`config.mk`:
```
export PLATFORM = sky130hd
export DESIGN_NAME = seg7_scan_reader
export DESIGN_NICKNAME = d
export VERILOG_FILES = /design/src/rtl/seg7_pkg.sv /design/src/rtl/seg7_pattern_decode.sv /design/src/rtl/seg7_scan_reader.sv
export SDC_FILE = /design/constraint.sdc
export NUM_CORES = 1
export LEC_CHECK = 0
export ABC_CLOCK_PERIOD_IN_PS = 3500
export CORE_MARGIN = 4
export CORE_UTILIZATION = 36
export CTS_CLUSTER_SIZE = 12
export DETAILED_ROUTE_END_ITERATION = 10
export PLACE_DENSITY = 0.52
export SKIP_LAST_GASP = 1
export SLEW_MARGIN = 10
export SYNTH_ARGS = -nofsm -noshare
export SYNTH_HDL_FRONTEND = slang
export SYNTH_HIERARCHICAL = 1
export SYNTH_SLANG_ARGS = --single-unit
```
`constraint.sdc`:
```
create_clock -name CLK -period 3.5 [get_ports CLK]
set_clock_uncertainty 0.05 [all_clocks]
set_input_delay 0.35 -clock CLK [delete_from_list [all_inputs] [get_ports CLK]]
set_output_delay 0.35 -clock CLK [all_outputs]
set_load 0.02 [all_outputs]
```
`src/rtl/seg7_pkg.sv`:
```
// ------------------------------------------------------------------
// seg7_pkg: shared 7-segment pattern constants (bits a..g, 0 = on)
// Rev 1.0
// ------------------------------------------------------------------
`default_nettype none

package seg7_pkg;

  localparam logic [6:0] SEG7_0     = 7'b0000001;
  localparam logic [6:0] SEG7_1     = 7'b1001111;
  localparam logic [6:0] SEG7_2     = 7'b0010010;
  localparam logic [6:0] SEG7_3     = 7'b0000110;
  localparam logic [6:0] SEG7_4     = 7'b1001100;
  localparam logic [6:0] SEG7_5     = 7'b0100100;
  localparam logic [6:0] SEG7_6     = 7'b0100000;
  localparam logic [6:0] SEG7_7     = 7'b0001111;
  localparam logic [6:0] SEG7_8     = 7'b0000000;
  localparam logic [6:0] SEG7_9     = 7'b0000100;
  localparam logic [6:0] SEG7_BLANK = 7'b1111111;

  localparam logic [3:0] BLANK_CODE = 4'hF;

endpackage

`default_nettype wire

```
`src/rtl/seg7_pattern_decode.sv`:
```
// ------------------------------------------------------------------
// seg7_pattern_decode: 7-bit active-low pattern -> {value, illegal flag}
// Rev 1.0
// ------------------------------------------------------------------
`default_nettype none

module seg7_pattern_decode
  import seg7_pkg::*;
(
  input  logic [6:0] i_pattern,
  output logic [3:0] o_value,
  output logic       o_err
);

  always_comb begin
    o_value = BLANK_CODE;
    o_err   = 1'b0;
    case (i_pattern)
      SEG7_0:     o_value = 4'd0;
      SEG7_1:     o_value = 4'd1;
      SEG7_2:     o_value = 4'd2;
      SEG7_3:     o_value = 4'd3;
      SEG7_4:     o_value = 4'd4;
      SEG7_5:     o_value = 4'd5;
      SEG7_6:     o_value = 4'd6;
      SEG7_7:     o_value = 4'd7;
      SEG7_8:     o_value = 4'd8;
      SEG7_9:     o_value = 4'd9;
      SEG7_BLANK: o_value = BLANK_CODE;
      default:    o_err   = 1'b1;
    endcase
  end

endmodule

`default_nettype wire

```
`src/rtl/seg7_scan_reader.sv`:
```
// ------------------------------------------------------------------
// seg7_scan_reader: recovers debounced digit values from scanned 7-seg lines
// Rev 1.0
// ------------------------------------------------------------------
`default_nettype none

module seg7_scan_reader
  import seg7_pkg::*;
#(
  parameter int NDIG     = 4,
  parameter int SETTLE   = 2,
  parameter int STABLE_N = 2
) (
  input  logic                CLK,
  input  logic                RST_N,
  input  logic [7:0]          SEG,
  input  logic [NDIG-1:0]     AN,
  output logic [4*NDIG-1:0]   DIGITS,
  output logic [NDIG-1:0]     DP,
  output logic [NDIG-1:0]     DIG_ERR,
  output logic                UPDATE,
  output logic                SCAN_ERR
);

  // Activation counter saturates one past SETTLE so a long activation samples once.
  localparam int c_CW = $clog2(SETTLE + 2);
  localparam int c_MW = $clog2(STABLE_N + 1);
  localparam int c_IW = (NDIG > 1) ? $clog2(NDIG) : 1;
  localparam logic [c_CW-1:0] c_CNT_MAX = c_CW'(SETTLE + 1);
  localparam logic [c_CW-1:0] c_SETTLE  = c_CW'(SETTLE);
  localparam logic [c_MW-1:0] c_STABLE  = c_MW'(STABLE_N);

  logic [7:0]      r_seg;
  logic [NDIG-1:0] r_an;
  logic [NDIG-1:0] r_an_d;
  logic [c_CW-1:0] r_cnt;
  logic            r_multi_d;
  logic            r_update;
  logic            r_scan_err;

  logic [NDIG-1:0] w_low;
  logic            w_onehot;
  logic            w_multi;
  logic [c_IW-1:0] w_idx;
  logic [c_CW-1:0] w_cnt;
  logic            w_sample;
  logic [7:0]      w_key;
  logic [3:0]      w_val;
  logic            w_err;
  logic [NDIG-1:0] w_upd;

  assign w_low    = ~r_an;
  assign w_onehot = (w_low != '0) && ((w_low & (w_low - NDIG'(1))) == '0);
  assign w_multi  = (w_low != '0) && !w_onehot;
  assign w_key    = {r_seg[7:1], ~r_seg[0]};

  always_comb begin
    w_idx = '0;
    for (int k = 0; k < NDIG; k++) begin
      if (w_low[k]) w_idx = c_IW'(k);
    end
  end

  always_comb begin
    w_cnt = '0;
    if (w_onehot) begin
      if (r_an != r_an_d)        w_cnt = c_CW'(1);
      else if (r_cnt == c_CNT_MAX) w_cnt = r_cnt;
      else                       w_cnt = r_cnt + c_CW'(1);
    end
  end

  assign w_sample = w_onehot && (w_cnt == c_SETTLE);

  seg7_pattern_decode u_decode (
    .i_pattern (r_seg[7:1]),
    .o_value   (w_val),
    .o_err     (w_err)
  );

  always_ff @(posedge CLK or negedge RST_N) begin
    if (!RST_N) begin
      r_seg      <= '1;
      r_an       <= '1;
      r_an_d     <= '1;
      r_cnt      <= '0;
      r_multi_d  <= 1'b0;
      r_update   <= 1'b0;
      r_scan_err <= 1'b0;
    end else begin
      r_seg      <= SEG;
      r_an       <= AN;
      r_an_d     <= r_an;
      r_cnt      <= w_cnt;
      r_multi_d  <= w_multi;
      r_update   <= |w_upd;
      r_scan_err <= w_multi && !r_multi_d;
    end
  end

  generate
    for (genvar k = 0; k < NDIG; k++) begin : g_digit
      logic [7:0]      r_cand;
      logic [c_MW-1:0] r_match;
      logic [3:0]      r_val;
      logic            r_dp;
      logic            r_err;
      logic            w_hit;
      logic            w_same;
      logic [c_MW-1:0] w_next;
      logic            w_commit;

      assign w_hit  = w_sample && (w_idx == c_IW'(k));
      assign w_same = (w_key == r_cand);
      assign w_next = !w_same              ? c_MW'(1) :
                      (r_match == c_STABLE) ? r_match   : r_match + c_MW'(1);
      // A fresh candidate that reaches STABLE_N immediately still commits.
      assign w_commit = w_hit && (w_next == c_STABLE) &&
                        !(w_same && (r_match == c_STABLE));
      assign w_upd[k] = w_commit && ({w_val, w_key[0], w_err} != {r_val, r_dp, r_err});

      always_ff @(posedge CLK or negedge RST_N) begin
        if (!RST_N) begin
          r_cand  <= '0;
          r_match <= '0;
          r_val   <= BLANK_CODE;
          r_dp    <= 1'b0;
          r_err   <= 1'b0;
        end else begin
          if (w_hit) begin
            r_cand  <= w_key;
            r_match <= w_next;
          end
          if (w_commit) begin
            r_val <= w_val;
            r_dp  <= w_key[0];
            r_err <= w_err;
          end
        end
      end

      assign DIGITS[4*k +: 4] = r_val;
      assign DP[k]            = r_dp;
      assign DIG_ERR[k]       = r_err;
    end
  endgenerate

  assign UPDATE   = r_update;
  assign SCAN_ERR = r_scan_err;

endmodule

`default_nettype wire

```
==> metrics.csv <==
metric,value,unit
firstDrtPassIters,4,
synthXorXnorAreaFrac,0.121,
clk_latency,0.33,ns
drcViolationCount,0,
num_antenna_cells,0,
htree_num_levels,3,
fp-row-count,40,
initial_core_util,0.371,
drv_slew,0,
final-setup-viol-count,0,
fin_crit_sh,0.826,
drive_gt1_frac,0.281,
cts_sinks,85,
netlist_area,4470,um2
die_w,119,um
gp_congestion,0.777,
vias,2752,
cp_max_fo,16,
yosys.area_share.simple,0.130,
setup_ws,0.610,ns
wl_per_cell,16.1,um
synth_compound_area_frac,0.0459,
portBuffers,39,
synth_top_family_by_area,multiplexers,
drv_cap,0,
synth_fp_nets,393,
synth-seq-cells,85,
die-area,14300,um2
crit_path_end_kind,register,
powerDensity,398,nW/um2
cts_root_buf,clkbuf_16,
fin_tns_setup,0,ns
antenna_left,0,
crit_path_start_kind,register,
status,completed,
cts_setup_buffers,0,
hold_path_class,reg -> reg,
clkTransAtPathRegs,0.06,ns
synth_edf_count,0,
drt-initial-drc-count,112,
max_freq,346,MHz
final_util,0.431,
max_slew_margin,0.410,
synth_cells,371,
vias_per_cell,4.86,
cts_tree,yes,
synth_adder_area_share,0.0224,
crit_required,3.63,ns
period_minus_slack,2.89,ns
clk_path_buf_depth,2,
grt_antenna_before_repair,0,
cp.arrival,3.02,ns
grt_pass1_vias,2877,
numCtsBuffers,9,
place_worst_setup_slack,0.565,ns
nets,415,
drt-total-wl,9090,um
synth_cell_types,56,
boundaryPins,40,
tightest_slew,0.876,ns
yosysSeqAreaShare,0.485,
postSynth.asyncResetShare,1.00,
ys.flop_type,dfrtp_1,
dp.final_hpwl,6290,um
track_usage,0.139,
rsz0062_at_grt,no,
leakagePower,0.00217,uW
die_y,119,um
area_growth,16.3,%
grt-ovfl-total,0,
ir_drop,0.222,mV
synthMuxAreaShare,0.136,
regToRegSetupSlack,0.61,ns
grt_max_degree,45,
dp_cells,549,
critical_path_class,reg -> reg,
core_area,12100,um2
final_hold_viol_count,0,
instances_no_fill,566,
syn_area_per_cell,12.0,um2
grt_pass1_wl,15400,um
synth-warning-count,6,
## through the flow
stage | power [uW] | hold slack, ns | cell area (um2)
finish | 2070 | 0.346 | 5200
floorplan | 1160 | 0.00441 | 4470
global placement | 1230 | 0.338 | 4920
CTS | 2110 | 0.350 | 5200
detailed placement | 1230 | 0.342 | 4920
global route | 2170 | 0.351 | 5200
## kinds of logic after synthesis
| logic type | Yosys count |
|---|---|
| fa+ha+maj | 8 |
| xor+xnor | 62 |
| simple gates | 85 |
| buf+inv | 50 |
| mux | 53 |
| compound gates | 28 |
| flops | 85 |
## worst max-delay path, cell delays in order, from the launching register on
cell	delay [ns]
dfstp_2	0.75
nand2_2	0.14
nor4_4	0.28
nand4bb_4	0.23
nand2_1	0.27
xnor2_1	0.25
nand4_1	0.11
o311ai_0	0.49
nand4_1	0.16
## path summary, 6_finish.rpt
kind | cells past startpoint | to | from
min | 1 | SCAN_ERR$_DFF_PN0_ | r_multi_d$_DFF_PN0_
min in group asynchronous | 2 | r_multi_d$_DFF_PN0_ | RST_N
min reg2reg | 1 | SCAN_ERR$_DFF_PN0_ | r_multi_d$_DFF_PN0_
max in group asynchronous | 3 | r_seg[4]$_DFF_PN1_ | RST_N
max reg2reg | 8 | UPDATE$_DFF_PN0_ | r_seg[3]$_DFF_PN1_
max | 8 | UPDATE$_DFF_PN0_ | r_seg[3]$_DFF_PN1_
## per-layer routing
layer	up-vias	global-route usage	part of all wire
met5	-	0	0
met4	0	0.0580	0.017
met3	10	0.0290	0.032
met2	38	0.226	0.48
met1	1380	0.181	0.47
li1	1324	-	-
## sequential cells by signal (all words and copies together), names as in the netlist
name	cells
g_digit.r_cand	32
g_digit.r_match	8
r_an_d	4
r_seg	8
SCAN_ERR	1
g_digit.r_val	16
g_digit.r_err	4
g_digit.r_dp	4
r_an	4
r_multi_d	1
UPDATE	1
r_cnt	2
## cell usage in the layout (no fill, tap or decap), types with 2 or more instances in the layout
cell type,Yosys,final
a22oi_1,3,3
buf_4,8,4
o21ai_0,8,8
ha_1,8,8
xor2_1,28,28
clkinv_2,0,2
o311ai_0,2,2
or4_1,2,2
nand3_1,3,3
mux2i_1,5,5
nand2_1,16,16
inv_1,17,17
mux2_4,5,5
mux2_2,42,42
clkdlybuf4s50_1,0,38
and2_1,2,2
nor3_1,6,6
nand4b_1,3,3
clkbuf_16,0,9
dfstp_2,32,32
nor3b_1,4,4
nor2b_1,2,2
dfrtp_1,53,53
a21oi_1,3,3
nor4_1,8,8
a41oi_1,2,2
clkbuf_1,11,4
nor4_4,3,3
or3_1,2,2
xnor2_1,34,34
nand4_1,12,12
nor2_1,8,8
nand2b_1,2,2
## what timing repair did
action / CTS / global route
hold buffers: 1 / 0
hold endpoints to repair: 21 / 0
gates resized for setup: 0 / 0
setup endpoints to repair: 0 / 0
## area by class of cell
class | instances | area, um2
multi-input cells | 236 | 2050
flip-flops and latches | 85 | 2170
clock inverters | 2 | 10.0
clock buffers | 14 | 254
fillers | 1165 | 6860
well taps | 168 | 210
inverters | 17 | 63.8
repair buffers | 44 | 440
## synth_stat cells (6+ instances only)
| cell | count | area [um2] |
|---|---|---|
| dfstp_2 | 32 | 841 |
| nor2_1 | 8 | 30.0 |
| clkbuf_1 | 11 | 41.3 |
| nand2_1 | 16 | 60.1 |
| nor3_1 | 6 | 30.0 |
| nor4_1 | 8 | 50.1 |
| buf_4 | 8 | 60.1 |
| dfrtp_1 | 53 | 1330 |
| nand4_1 | 12 | 75.1 |
| xnor2_1 | 34 | 298 |
| mux2_2 | 42 | 473 |
| xor2_1 | 28 | 245 |
| inv_1 | 17 | 63.8 |
| o21ai_0 | 8 | 40.0 |
| ha_1 | 8 | 100 |
| buf_2 | 8 | 40.0 |
## report_power, final
group | switching (uW) | internal [uW] | total [uW]
Clock | 362 | 499 | 861
Sequential | 42.1 | 1020 | 1060
Combinational | 79.3 | 70.3 | 150
Note: power is estimated with default switching activity, not from simulation.
